`src/rtl/vending_coin_payer.sv`:
```
// Coin payer: pays a fixed PRICE from a two-denomination wallet (0.5 and 1.0 coins).
// It inserts coins greedily, then waits for the machine's sell/change handshake.
module vending_coin_payer #(
  parameter int PRICE   = 4,
  parameter int TIMEOUT = 8
) (
  input  logic       clk,
  input  logic       rstn,
  input  logic       start,
  input  logic       load,
  input  logic [3:0] load_n05,
  input  logic [3:0] load_n10,
  input  logic       sell,
  input  logic [1:0] change,
  output logic [1:0] coin,
  output logic       busy,
  output logic       done,
  output logic       err,
  output logic [3:0] n05,
  output logic [3:0] n10
);

  typedef enum logic [2:0] {
    IDLE      = 3'd0,
    INSERT    = 3'd1,
    GAP       = 3'd2,
    WAIT_SELL = 3'd3,
    DONE      = 3'd4,
    ERR       = 3'd5
  } state_t;

  localparam logic [3:0] PRICE_L      = 4'(PRICE);
  localparam logic [5:0] PRICE_W      = 6'(PRICE);
  localparam logic [3:0] TIMEOUT_LAST = 4'(TIMEOUT - 1);

  localparam logic [1:0] COIN_NONE = 2'b00;
  localparam logic [1:0] COIN_05   = 2'b01;
  localparam logic [1:0] COIN_10   = 2'b10;

  function automatic logic [3:0] sat_inc(input logic [3:0] v);
    return (v == 4'hf) ? v : v + 4'd1;
  endfunction

  state_t     state, state_nxt;
  logic [3:0] remaining, rem_nxt;
  logic       expect_change, exp_nxt;
  logic [3:0] tcnt, tcnt_nxt;
  logic [1:0] coin_nxt;
  logic [3:0] n05_nxt, n10_nxt;
  logic [5:0] funds;

  logic [3:0] rem_src;
  logic [1:0] ins_coin;
  logic [3:0] ins_rem, ins_n05, ins_n10;
  logic       ins_over;

  assign funds = {2'b00, n05} + {1'b0, n10, 1'b0};

  // The coin is chosen on the edge that enters INSERT so the registered coin is
  // visible for the whole INSERT cycle; from IDLE the balance starts at PRICE.
  always_comb begin
    rem_src  = (state == IDLE) ? PRICE_L : remaining;
    ins_coin = COIN_10;
    ins_rem  = 4'd0;
    ins_n05  = n05;
    ins_n10  = n10;
    ins_over = 1'b0;
    if (rem_src >= 4'd2 && n10 != 4'd0) begin
      ins_n10 = n10 - 4'd1;
      ins_rem = rem_src - 4'd2;
    end else if (n05 != 4'd0) begin
      ins_coin = COIN_05;
      ins_n05  = n05 - 4'd1;
      ins_rem  = rem_src - 4'd1;
    end else begin
      ins_over = 1'b1;
      if (n10 != 4'd0) ins_n10 = n10 - 4'd1;
    end
  end

  always_comb begin
    state_nxt = state;
    rem_nxt   = remaining;
    exp_nxt   = expect_change;
    tcnt_nxt  = tcnt;
    coin_nxt  = COIN_NONE;
    n05_nxt   = n05;
    n10_nxt   = n10;
    case (state)
      IDLE: begin
        if (start) begin
          exp_nxt = 1'b0;
          if (funds < PRICE_W) begin
            state_nxt = ERR;
          end else begin
            state_nxt = INSERT;
            coin_nxt  = ins_coin;
            rem_nxt   = ins_rem;
            exp_nxt   = ins_over;
            n05_nxt   = ins_n05;
            n10_nxt   = ins_n10;
          end
        end else if (load) begin
          n05_nxt = load_n05;
          n10_nxt = load_n10;
        end
      end
      INSERT: state_nxt = GAP;
      GAP: begin
        if (remaining == 4'd0) begin
          state_nxt = WAIT_SELL;
          tcnt_nxt  = 4'd0;
        end else begin
          state_nxt = INSERT;
          coin_nxt  = ins_coin;
          rem_nxt   = ins_rem;
          exp_nxt   = expect_change | ins_over;
          n05_nxt   = ins_n05;
          n10_nxt   = ins_n10;
        end
      end
      WAIT_SELL: begin
        if (sell) begin
          if (change == COIN_05 && expect_change) begin
            state_nxt = DONE;
            n05_nxt   = sat_inc(n05);
          end else if (change == COIN_NONE && !expect_change) begin
            state_nxt = DONE;
          end else begin
            state_nxt = ERR;
          end
        end else if (tcnt == TIMEOUT_LAST) begin
          state_nxt = ERR;
        end else begin
          tcnt_nxt = tcnt + 4'd1;
        end
      end
      DONE:    state_nxt = IDLE;
      ERR:     state_nxt = IDLE;
      default: state_nxt = IDLE;
    endcase
  end

  always_ff @(posedge clk or negedge rstn) begin
    if (!rstn) begin
      state         <= IDLE;
      coin          <= COIN_NONE;
      remaining     <= 4'd0;
      expect_change <= 1'b0;
      tcnt          <= 4'd0;
      n05           <= 4'd0;
      n10           <= 4'd0;
    end else begin
      state         <= state_nxt;
      coin          <= coin_nxt;
      remaining     <= rem_nxt;
      expect_change <= exp_nxt;
      tcnt          <= tcnt_nxt;
      n05           <= n05_nxt;
      n10           <= n10_nxt;
    end
  end

  assign busy = (state != IDLE);
  assign done = (state == DONE);
  assign err  = (state == ERR);

endmodule

```
`config.mk`:
```
export PLATFORM = sky130hd
export DESIGN_NAME = vending_coin_payer
export DESIGN_NICKNAME = d
export VERILOG_FILES = /design/src/rtl/vending_coin_payer.sv
export SDC_FILE = /design/constraint.sdc
export NUM_CORES = 1
export LEC_CHECK = 0
export CORE_ASPECT_RATIO = 0.75
export CORE_MARGIN = 2
export CORE_UTILIZATION = 30
export DETAILED_ROUTE_END_ITERATION = 16
export PLACE_DENSITY = 0.61
export SYNTH_ARGS = -nofsm -noshare
export SYNTH_HDL_FRONTEND = slang
export SYNTH_SLANG_ARGS = --single-unit
```
`constraint.sdc`:
```
create_clock -name clk -period 2.5 [get_ports clk]
set_clock_uncertainty 0.15 [all_clocks]
set_input_delay 0.75 -clock clk [delete_from_list [all_inputs] [get_ports clk]]
set_output_delay 0.75 -clock clk [all_outputs]
set_load 0.1 [all_outputs]
```
* Word level (Yosys, flattened, before mapping)
Index checks and enable logic that the tools add are counted. Widths: inputs -> output; s select.
Storage, ports and cells: flip-flop bits (word level) 22, word-level logic and storage cells 105, output and inout bits 13
Operators by class: $add $sub $neg 7, reduce and logical (&&, ||, !) cells 19, bitwise logic cells 1, muxes and demuxes 49, order comparisons 2, equality and inequality tests 20
Operator list (number):
- $mux 4 | 25
- $pmux 4 s2 | 3
- $ne 2x2->1 const B | 9
- $mux 2 | 6
- $mux 3 | 4
- $pmux 3 s4 | 1
- $pmux 4 s3 | 1
- $reduce_and 4->1 | 3
- $sub 4x1->4 const B | 3
- $ne 3x3->1 const B | 3
- $add 4x1->4 const B | 2
- $reduce_bool 4->1 | 2
- $mux 1 | 7
- $reduce_and 7->1 | 1
- $add 4x5->6 | 1
- $eq 3x2->1 const B | 2
- $eq 3x3->1 const B | 2
- $lt 6x3->1 const B | 1
- $reduce_bool 3->1 | 2
- $eq 4x3->1 const B | 1
- $eq 4x4->1 const B | 1
- $ge 4x2->1 const B | 1
- $logic_not 4->1 | 1
- $pmux 2 s2 | 1
- 12 further kinds | 15

* Depth between registers and ports, before layout
Gate-level depths: netlist of the first run.
depth after elaboration 8, depth in mapped cells 12, depth with buffers taken out 10

* Least setup slack after synthesis of the first run
Ideal clock, no wire load.
path kind register to register, start register n05[2], end register n10[0], library setup time 0.122 ns, arrival time 2.931 ns, cell stages (with the launch flop) 8, path slack -0.703 ns, cells stage by stage dfrtp_1 > inv_1 > fa_1 > nor3b_1 > nand3_1 > o211ai_1 > nor2b_1 > o22a_1
On the way: cells in the longest elaborated chain, start to end 6, elaborated cells on any way between the ends 11
RTL lines:
- start, declared | line 19 | output logic [3:0] n05,
- start signal, assigned | line 159 | n05 <= n05_nxt;
- branches (longest 6 deep; another with $add 4x5->6)
- end signal, assigned | line 160 | n10 <= n10_nxt;
- end, declared | line 20 | output logic [3:0] n10
Parallel ways; which one is timed is not known. The select of a mux whose other input is x is not followed. A chain may end at the register's enable or synchronous reset.

* Final worst setup path of the first run
start register state[2], end register n10[0]
On the way: cells in the longest elaborated chain, start to end 8, elaborated cells on any way between the ends 15
RTL lines:
- start, declared | line 44 | state_t state, state_nxt;
- start signal, assigned | line 154 | state <= state_nxt;
- $logic_not 3->1 | line 62, 89
- $mux 4 | line 62 | rem_src = (state == IDLE) ? PRICE_L : remaining;
- $ge 4x2->1 | line 68 | if (rem_src >= 4'd2 && n10 != 4'd0) begin
- $logic_and 1x1->1 | line 68
- $mux 4 | line 68
- $mux 4 | line 93 | if (funds < PRICE_W) begin
- $mux 4 | line 91 | if (start) begin
- $pmux 4 s2 | line 89 | case (state)
Parallel ways exist; a longest one is shown, timed or not. The select of a mux whose other input is x is not followed.

==> impl_metrics.ini, run 1 <==
[cts]
clock_latency_ps = 270
cts_tree = built
cts.sinks = 22
cts_buffers = 3
clock-root-buffer = clkbuf_8
cts.clk_slew.worst_paths_ps = 90
clock_path_buffers = 2
cts.htree.levels = 1
postCtsHoldBufs = 0

[place]
place_inst = 338
portBuffers = 27
place.gp.congestion = 0.8758
dp_hpwl_um = 4115

[setup_path]
cp_slowest_stage_delay_ps = 430
cp_common_cell = nor3_4
worst_setup_path_end_kind = flop
crit_fanout = 5
worst-setup-path-type = flop to flop
crit_chain = nor3_4 -> bufinv_8 -> nand2_4 -> inv_2 -> ha_4 -> or4_4 -> nor3_4 -> o21ai_1 -> nor2b_4 -> o22a_1
slowest_stage = or4_4
worst-endpoint-required_ps = 2520
arrival_ps = 2510
startpoint_type = flop

[routing]
drtAntennaViolNets = 0
wl_met3_um = 296
viasPerCell = 5.351
post_drt_wl_per_cell_um = 15.49
vias = 1862
highest_layer = met4
met2WireLength_um = 2356
drtIter0Drc = 58
wirelength_um = 5389
drt_first_pass_iters = 4
remaining_drc_errors = 0
wl_met1_um = 2676

[die]
row_count = 24
die_w_um = 93.15
ios = 28
core_area_sq_um = 5796
initial_core_util = 0.3085
dieArea_sq_um = 6600
die_y_um = 70.86

[sta]
slew_viol_final = 0
rsz0062_at_grt = true
fin_crit_ps = 2487
fmax_mhz = 402.1
hold_violations = 0
slew-limit-headroom = 0.6790
tightestPinTransition_ps = 477.1
setup_viol = 0
min_period_over_period = 0.9948

[cells_and_area]
seq_area_sq_um = 568.0
nets = 297
multi_input_area_sq_um = 1229
areaGrowthSynthToFinish_pct = 49.41
layout_commonest_cell = buf_4
drive_gt1_frac = 0.3296
final.fill_count = 567
stdcell_count = 348
final_cell_mix = buf_4, nand2_1, dfrtp_1
antenna_cells = 0

[global_routing]
grt_pass1_vias = 1807
grt_pass1_wl_um = 8956
overflow = 0
track_usage = 0.1731
antenna_found_initial = 0
grt_max_degree = 23

[logic_synthesis]
syn-num-nets = 235
netlist_instances = 209
ys_ff_latch = 22
yosysSeqAreaShare = 0.3079
synth_flop_cell = dfrtp_1
async_reset_ff_frac = 1.000
yosysWarnings = 0
synth_cell_type_count = 55
avgSynthCellArea_sq_um = 8.555
netlist_area_sq_um = 1788
synth_enable_flop_cells = 0

[flow_run]
maxCapViolCount = 0

[worst_hold_path]
hold_class = flop to flop

[run_status]
status = completed
## final cells by class
class,count,area share
inverters,14,0.02576
multi-input cells,167,0.4600
flip-flops and latches,22,0.2126
repair buffers,63,0.2445
well taps,78,0.03653
clock buffers,4,0.02061
## logic make-up after synthesis
logic type               after synthesis  share of synthesized area
AND/OR/NAND/NOR                       80                     0.2638
AO/OA/AOI/OAI                         72                     0.2736
flip-flops                            22                     0.3079
buffers and inverters                 20                    0.05038
adder cells (fa/ha/maj)               11                    0.08118
XOR/XNOR                               3                    0.01470
multiplexers                           1                   0.008395
## sequential cells by signal (all words and copies together), names as in the netlist
| register | cells |
|---|---|
| n10 | 4 |
| state | 3 |
| coin | 2 |
| expect_change | 1 |
| remaining | 4 |
| n05 | 4 |
| tcnt | 4 |
## worst paths after layout
check,start,endpoint,slack (ps),cells past startpoint
setup reg to reg,state[2]$_DFFE_PN0P_,n10[0]$_DFFE_PN0P_,10,10
min in group asynchronous,rstn,tcnt[1]$_DFFE_PN0P_,670,2
setup / recovery,state[2]$_DFFE_PN0P_,n10[0]$_DFFE_PN0P_,10,10
hold reg to reg,expect_change$_DFFE_PN0P_,expect_change$_DFFE_PN0P_,400,2
max in group asynchronous,rstn,n05[2]$_DFFE_PN0P_,1260,2
hold / removal,expect_change$_DFFE_PN0P_,expect_change$_DFFE_PN0P_,400,2
## critical path, delay by kind of cell, from the launching register on
family / cells / cell delay [ps]
buffers and inverters: 2 / 250
adders and majority gates: 1 / 160
DFF: 1 / 420
AOI/OAI and AO/OA: 2 / 280
and+or+nand+nor: 5 / 1110
## Yosys cell counts, drive strengths merged (3+ instances only)
cell    number  area (sq um)
a21o         4         30.03
a21oi       17         88.84
a22oi        3         22.52
a311oi       4         35.03
a31oi        3         18.77
clkbuf       4         15.01
dfrtp       22         550.5
ha          10         125.1
inv         14         52.55
nand2       18         67.56
nand3       12         60.06
nor2        12         47.55
nor2b        4         25.02
nor3         9         61.31
nor3b        5         47.54
nor4         5         52.55
o21ai       15         78.83
o22a         4         35.03
o22ai        3         18.77
or3          3         23.77
xnor2        3         26.28
## per-stage QoR
stage	worst slack [ps]	instance area [sq um]	TNS (ps)	hold WS, ps	util
2_1_floorplan	-236.0	1857	-1322	304.4	-
3_3_place_gp	-137.7	2517	-706.5	371.4	0.4344
3_5_place_dp	-195.6	2517	-1010	387.1	0.4344
4_1_cts	6.041	2599	0	410.5	0.4484
5_1_grt	-88.74	2671	-292.6	445.3	0.4609
6_report	13.02	2671	0	404.8	0.4609
## repair_timing
action                                  4_1_cts  5_1_grt
endpoints found under the setup margin        4        9
pin swaps                                     3        6
cloned                                        0        0
resized for setup                             1       11
buffers inserted                              3        3
## layer usage
| layer | global-route usage | vias to the layer above |
|---|---|---|
| li1 | - | 917 |
| met1 | 0.2477 | 897 |
| met2 | 0.2681 | 44 |
| met3 | 0.03514 | 4 |
| met4 | 0.04575 | 0 |
| met5 | 0 | - |
Power of run 1 is left out: the tool's default activity adds up to more than one toggle a clock period on the data nets, which glitch-free logic cannot reach.
==> inputs of run 2 (changes only) <==
Settings changed: SETUP_SLACK_MARGIN set to 0.15.
==> impl_metrics.ini, run 2 (synthesized netlist as in run 1, its figures left out) <==
[run_status]
status = complete, but fails checks
violations = setup timing

[worst_hold_path]
hold_depth = 2
hold_class = flop to flop

[routing]
remaining_drc_errors = 0
met2WireLength_um = 2403
wl_met3_um = 350
drt_first_pass_iters = 5
highest_layer = met4
wirelength_um = 5612
vias = 1928
drtIter0Drc = 164
wl_met1_um = 2824
viasPerCell = 5.356
post_drt_wl_per_cell_um = 15.59
drtAntennaViolNets = 0

[global_routing]
grt_pass1_wl_um = 9273
overflow = 0
antenna_found_initial = 0
track_usage = 0.1763
grt_max_degree = 23
grt_pass1_vias = 1806

[cts]
cts.clk_slew.worst_paths_ps = 90
cts_tree = built
clock_latency_ps = 280
cts_buffers = 3
postCtsHoldBufs = 0
cts.sinks = 22
clock-root-buffer = clkbuf_8
cts.htree.levels = 1
clock_path_buffers = 2

[die]
row_count = 24
core_area_sq_um = 5796
ios = 28
die_w_um = 93.15
dieArea_sq_um = 6600
die_y_um = 70.86
initial_core_util = 0.3085

[cells_and_area]
layout_commonest_cell = buf_4
final.fill_count = 542
stdcell_count = 360
nets = 309
multi_input_area_sq_um = 1276
antenna_cells = 0
areaGrowthSynthToFinish_pct = 58.57
final_cell_mix = buf_4, a21oi_1, dfrtp_1
seq_area_sq_um = 568.0
drive_gt1_frac = 0.3794

[place]
portBuffers = 27
place.gp.congestion = 0.8661
dp_hpwl_um = 4117
place_inst = 345

[setup_path]
startpoint_type = flop
worst_setup_path_end_kind = flop
slowest_stage = or4_4
worst-endpoint-required_ps = 2510
worst-setup-path-type = flop to flop
crit_fanout = 4
arrival_ps = 2530
crit_chain = nor3_4 -> bufinv_8 -> nand2_4 -> inv_2 -> ha_4 -> or4_4 -> nor3_4 -> o21ai_1 -> nor2b_4 -> o22a_1
cp_common_cell = nor3_4
rr_worst_depth = 10
cp_slowest_stage_delay_ps = 440

[sta]
slew_viol_final = 0
fin_crit_ps = 2519
setup_ws_ps = -18.77
min_period_over_period = 1.008
hold_violations = 0
fmax_mhz = 397.0
rsz0062_at_grt = true
slew-limit-headroom = 0.5990
tightestPinTransition_ps = 596.1
setup_viol = 2

[flow_run]
maxCapViolCount = 0
-- run 2: cell types whose count changed in the layout (fill, tap and decap cells not counted), moves of 2 or more --
cell,before,now
buf_4,36,45
a21oi_2,3,0
buf_6,2,5
a21oi_1,14,16
o21ai_0,10,8
o21ai_1,4,6
-- run 2: final timing paths --
| kind | start | end | slack, ps |
|---|---|---|---|
| max | state[2]$_DFFE_PN0P_ | n10[0]$_DFFE_PN0P_ | -20 |
| min | tcnt[1]$_DFFE_PN0P_ | tcnt[1]$_DFFE_PN0P_ | 400 |
| max reg2reg | state[2]$_DFFE_PN0P_ | n10[0]$_DFFE_PN0P_ | -20 |
| min reg2reg | tcnt[1]$_DFFE_PN0P_ | tcnt[1]$_DFFE_PN0P_ | 400 |
| max in group asynchronous | rstn | n10[1]$_DFFE_PN0P_ | 1250 |
| min in group asynchronous | rstn | n05[2]$_DFFE_PN0P_ | 670 |
-- run 2: area by class of cell --
cell class | instances | share of cell area
Sequential cell | 22 | 0.2004
Multi-Input combinational cell | 167 | 0.4501
Tap cell | 78 | 0.03442
Timing Repair Buffer | 75 | 0.2657
Clock inverter | 1 | 0.01059
Clock buffer | 3 | 0.01456
Inverter | 14 | 0.02427
-- run 2: critical path: cells and delay by family (launching register included) --
family / cells / cell delay [ps]
flops: 1 / 410
compound gates: 2 / 280
fa+ha+maj: 1 / 150
simple gates: 5 / 1140
buf+inv: 2 / 270
-- run 2: per-stage QoR --
| stage | worst slack [ps] | cell area [sq um] | hold slack, ps | setup TNS (ps) | util |
|---|---|---|---|---|---|
| 6_report | -18.77 | 2835 | 396.6 | -36.50 | 0.4892 |
| 4_1_cts | -29.13 | 2715 | 402.6 | -68.56 | 0.4685 |
| 3_3_place_gp | -144.3 | 2574 | 372.5 | -1006 | 0.4441 |
| 5_1_grt | -132.5 | 2835 | 451.3 | -680.3 | 0.4892 |
| 2_1_floorplan | -236.0 | 1861 | 304.4 | -1334 | - |
| 3_5_place_dp | -197.2 | 2574 | 382.0 | -1366 | 0.4441 |
-- run 2: layer usage --
metal,global-route usage,up-vias
met4,0.02778,0
met5,0,-
met1,0.2744,908
li1,-,937
met3,0.03195,4
met2,0.2585,79
-- run 2: repair_timing --
item,CTS,global route
setup buffers,4,7
pin swaps,7,14
resized for setup,10,16
endpoints found under the setup margin,13,17
Power of run 2 is left out for the same reason.
==> RTL edit 1, RTL diff (config.mk and constraints of run 2) <==
Reset style: synchronous (`rstn`), changed in one clocked block.
--- a/src/rtl/vending_coin_payer.sv
+++ b/src/rtl/vending_coin_payer.sv
@@ -141,7 +141,7 @@
     endcase
   end
 
-  always_ff @(posedge clk or negedge rstn) begin
+  always_ff @(posedge clk) begin
     if (!rstn) begin
       state         <= IDLE;
       coin          <= COIN_NONE;
Formal check against the unedited RTL: differs if rstn is asserted again (counterexample within 4 cycles, from zero or initial values and one cycle with rstn low); with rstn held inactive, the same outputs for 10 cycles.
==> RTL edit 1 against run 2 <==
Worst hold slack lost 0.077 ns; non-clock buffer count decreased by 28; area after synthesis is 4.5% lower; count of clock-buffer cells in the layout did not move; global-route usage fell by 2.6 points; worst setup slack gained 0.24 ns; final cell count is 11% lower; cell area down 17%; sequential cell count unchanged; routed wire length is 14% lower.
Power is left out: the tool's default activity adds up to more than one toggle a clock period on the data nets, which glitch-free logic cannot reach.
==> RTL edit 1: results (changes against run 2) <==
sta:
  finalCritPeriodShare: 0.911  # was 1.01
  worst_slew_pin_slew_ns: 0.680  # was 0.596 ns
critical_path:
  regToRegSetupSlack_ns: 0.22  # was -0.02 ns
  r2r_cells: 9  # was 10
  crit_fanout: 6  # was 4
  crit-reg2reg-launch: "state[0]"  # was state[2]
  critPathArrivalTime_ns: 2.29  # was 2.53 ns
  max_stage_delay_ns: 0.34  # was 0.44 ns
  r2r-end: "n05[3]"  # was n10[0]
  crit_slowest_cell: "dfxtp_2"  # was or4_4
synthesis:
  ys_top_cells_by_count: "dfxtp_1 (22), nor2_1 (17), a21oi_1 (16), nand2_1 (16), o21ai_0 (16)"  # was dfrtp_1 (22), nand2_1 (18), a21oi_1 (16)
  seq_area_frac_synth: 0.258  # was 0.308
  synth_area_leaders: "dfxtp_1 (26%), ha_1 (7.3%), a21oi_1 (4.7%)"  # was dfrtp_1 (31%), ha_1 (7.0%), a21oi_1 (4.5%)
  synth_nets: 234  # was 235
  ys.flop_type: "dfxtp_1"  # was dfrtp_1
  synth_cell_types: 59  # was 55
  async_flop_share: 0  # was 1.00
grt:
  grt_use_total: 0.150  # was 0.176
  grt_pass1_vias: 1611  # was 1,806
  grt_start_max_net_pins: 14  # was 23
  grt_pass1_wl_mm: 7.80  # was 9.27 mm
  antenna_found_initial: 0  # unchanged
worst_hold_path:
  holdPathStages: 1  # was 2
  min_from: "tcnt[3]"  # was tcnt[1]
  holdPathEnd: "tcnt[3]"  # was tcnt[1]
  hold_path.class: "flip-flop to flip-flop"  # unchanged
status:
  status: "complete, no violations"  # was complete, but fails checks
placed_design:
  pre_cts_slack_ns: -0.0544  # was -0.197 ns
  dp_hpwl_mm: 3.67  # was 4.12 mm
  dpl_cell_area_mm2: 0.00226  # was 0.00257 mm²
  globalplace.congestion: 0.830  # was 0.866
route:
  drt_first_pass_iters: 4  # was 5
  drt_iter0_markers: 87  # was 164
  viasPerCell: 5.30  # was 5.36
  wirelength_mm: 4.80  # was 5.61 mm
floorplanning:
  dieArea_mm2: 0.00631  # was 0.00660 mm²
finish:
  diodes: 0  # unchanged
  nets: 275  # was 309
  drive_gt1_frac: 0.316  # was 0.379
clocking:
  htreeDepth: 1  # unchanged
RTL edit 1: kinds of logic (layout without fill, tap and decap cells):
logic type | Yosys count | after routing | share of synthesized area
muxes | 3 | 3 | 0.0183
DFF | 22 | 22 | 0.258
buffers and inverters | 22 | 61 | 0.0616
AOI/OAI and AO/OA | 70 | 70 | 0.300
adders and majority gates | 11 | 11 | 0.0850
and+or+nand+nor | 74 | 74 | 0.246
xor gates and xnor gates | 6 | 6 | 0.0308
RTL edit 1: worst max path at each step:
stage                  end  startpoint  depth (start not counted)
floorplan           n05[3]      n05[2]                          9
global placement    n05[3]        sell                          7
detailed placement  n05[3]        sell                          7
CTS                 n10[3]      n05[1]                          8
global route        n05[3]    state[0]                          9
finish              n05[3]    state[0]                          9
RTL edit 1: final cells by class:
class / instances / area (µm²)
multi-input cells: 164 / 1250
inverters: 11 / 46.3
clock buffers: 3 / 41.3
well taps: 75 / 93.8
repair buffers: 47 / 454
flip-flops and latches: 22 / 462
fillers: 558 / 3060
RTL edit 1: what timing repair did:
item | in CTS | in global routing
hold buffers | 0 | 0
endpoints found under the setup margin | 0 | 11
gates resized for setup | 0 | 11
buffers inserted | 0 | 1
RTL edit 1: metrics by stage:
stage               hold WS (ns)  utilization  instances
floorplan                  0.272            -        208
global placement           0.293        0.418        318
detailed placement         0.297        0.418        318
CTS                        0.316        0.426        321
global route               0.336        0.434        322
finish                     0.320        0.434        322
RTL edit 1: layer usage:
layer,GRT usage,share of wire,vias up
met1,0.217,0.50,803
met2,0.228,0.44,51
met5,0,0,-
li1,-,-,850
met4,0.0219,0.0017,0
met3,0.0391,0.058,2
==> RTL edit 2, RTL diff (config.mk and constraints of run 2) <==
Without the edit above. Change the parameter `TIMEOUT` from 8 to 7.
--- a/src/rtl/vending_coin_payer.sv
+++ b/src/rtl/vending_coin_payer.sv
@@ -2,7 +2,7 @@
 // It inserts coins greedily, then waits for the machine's sell/change handshake.
 module vending_coin_payer #(
   parameter int PRICE   = 4,
-  parameter int TIMEOUT = 8
+  parameter int TIMEOUT = 7
 ) (
   input  logic       clk,
   input  logic       rstn,
Behaviour: no difference found for any inputs over 10 cycles, from zero or initial values and one cycle with rstn low; that may be too few to reach the edited logic, so the function may still have changed.
==> RTL edit 2 against run 2 <==
Worst setup slack better by 0.12 ns; fmax up 4.9%; cell area down 2.7%; sequential cell count unchanged; non-clock buffer count down 14; routed wire length up 0.27%; area after synthesis up 1.6%; highest routed layer unchanged.
Power is not shown: default switching activity piles up to over one toggle a cycle in this logic, so the estimate is an artifact.
==> RTL edit 2: results (changes against run 2) <==
worst_hold_path:
  holdPathStages: 1  # was 2
  min_from: "tcnt[3]"  # was tcnt[1]
  holdPathEnd: "tcnt[3]"  # was tcnt[1]
synthesis:
  ys_top_cells_by_count: "dfrtp_1 (22), nor2_1 (15), o21ai_0 (15)"  # was dfrtp_1 (22), nand2_1 (18), a21oi_1 (16)
  synth_nets: 234  # was 235
  yosys_warnings: 0  # unchanged
  synth_fa_ha_area_frac: 0.0868  # was 0.0812
  synth_area_leaders: "dfrtp_1 (30%), ha_1 (7.6%), o21ai_0 (4.1%)"  # was dfrtp_1 (31%), ha_1 (7.0%), a21oi_1 (4.5%)
  synth-compound-area-share: 0.301  # was 0.274
  syn_avg_cell_area_um2: 8.78  # was 8.55 µm²
  seq_area_frac_synth: 0.303  # was 0.308
  synth_xor_area_frac: 0.0241  # was 0.0147
  synth_cell_types: 58  # was 55
route:
  wirelength_mm: 5.63  # was 5.61 mm
  route.vias.total: 1896  # was 1,928
  drt_iter0_markers: 159  # was 164
  drt_first_pass_iters: 4  # was 5
  wl_per_cell_um: 16.4  # was 15.6 µm
placed_design:
  placed_cells: 332  # was 345
  port_buffers: 27  # unchanged
  dpl_cell_area_mm2: 0.00251  # was 0.00257 mm²
  dp_hpwl_mm: 3.92  # was 4.12 mm
  pre_cts_slack_ns: -0.130  # was -0.197 ns
  globalplace.congestion: 0.855  # was 0.866
sta:
  finalCritPeriodShare: 0.961  # was 1.01
  hold_ws_ns: 0.420  # was 0.397 ns
  worst_slew_pin_slew_ns: 0.581  # was 0.596 ns
  setup_viol: 0  # was 2
critical_path:
  crit-reg2reg-launch: "n05[1]"  # was state[2]
  path_delay_family: "compound AO/OA/AOI/OAI gates"  # was simple AND/OR/NAND/NOR gates
  regToRegSetupSlack_ns: 0.1  # was -0.02 ns
  critPathArrivalTime_ns: 2.42  # was 2.53 ns
  max_stage_delay_ns: 0.52  # was 0.44 ns
  r2r_cells: 7  # was 10
  r2r-end: "n05[2]"  # was n10[0]
  crit_slowest_cell: "dfrtp_4"  # was or4_4
finish:
  area_growth_pct: 51.9  # was 58.6%
  drive_gt1_frac: 0.350  # was 0.379
grt:
  grt_use_total: 0.169  # was 0.176
  grt_pass1_vias: 1812  # was 1,806
  grt_pass1_wl_mm: 9.03  # was 9.27 mm
status:
  status: "complete, no violations"  # was complete, but fails checks
[RTL edit 2: repair_timing]
item                                    in CTS  in global routing
buffers inserted                             4                  4
pin swaps                                    2                  9
gates resized for setup                      2                 25
endpoints found under the setup margin      10                 16
cloned                                       0                  0
[RTL edit 2: cell type report]
type	instances	area [µm²]
fill	566	3070
multi-input combinational	166	1320
timing repair buffer	61	637
sequential	22	568
tap	78	97.6
inverter	13	67.6
clock buffer	3	41.3
clock inverter	1	30.0
[RTL edit 2: layer usage]
metal	track usage	vias to the layer above	routed length (µm)
met3	0.0326	6	407
met2	0.245	71	2510
met5	0	-	0
met4	0.0386	0	42
met1	0.258	911	2670
li1	-	908	-
[RTL edit 2: how the worst max path moves through the flow]
stage | endpoint | cells after the start | start
6_report | n05[2] | 7 | n05[1]
5_1_grt | n05[2] | 7 | n05[1]
4_1_cts | n10[1] | 7 | n05[1]
3_5_place_dp | n10[1] | 7 | start
3_3_place_gp | n10[1] | 6 | start
2_1_floorplan | n05[0] | 6 | n05[3]
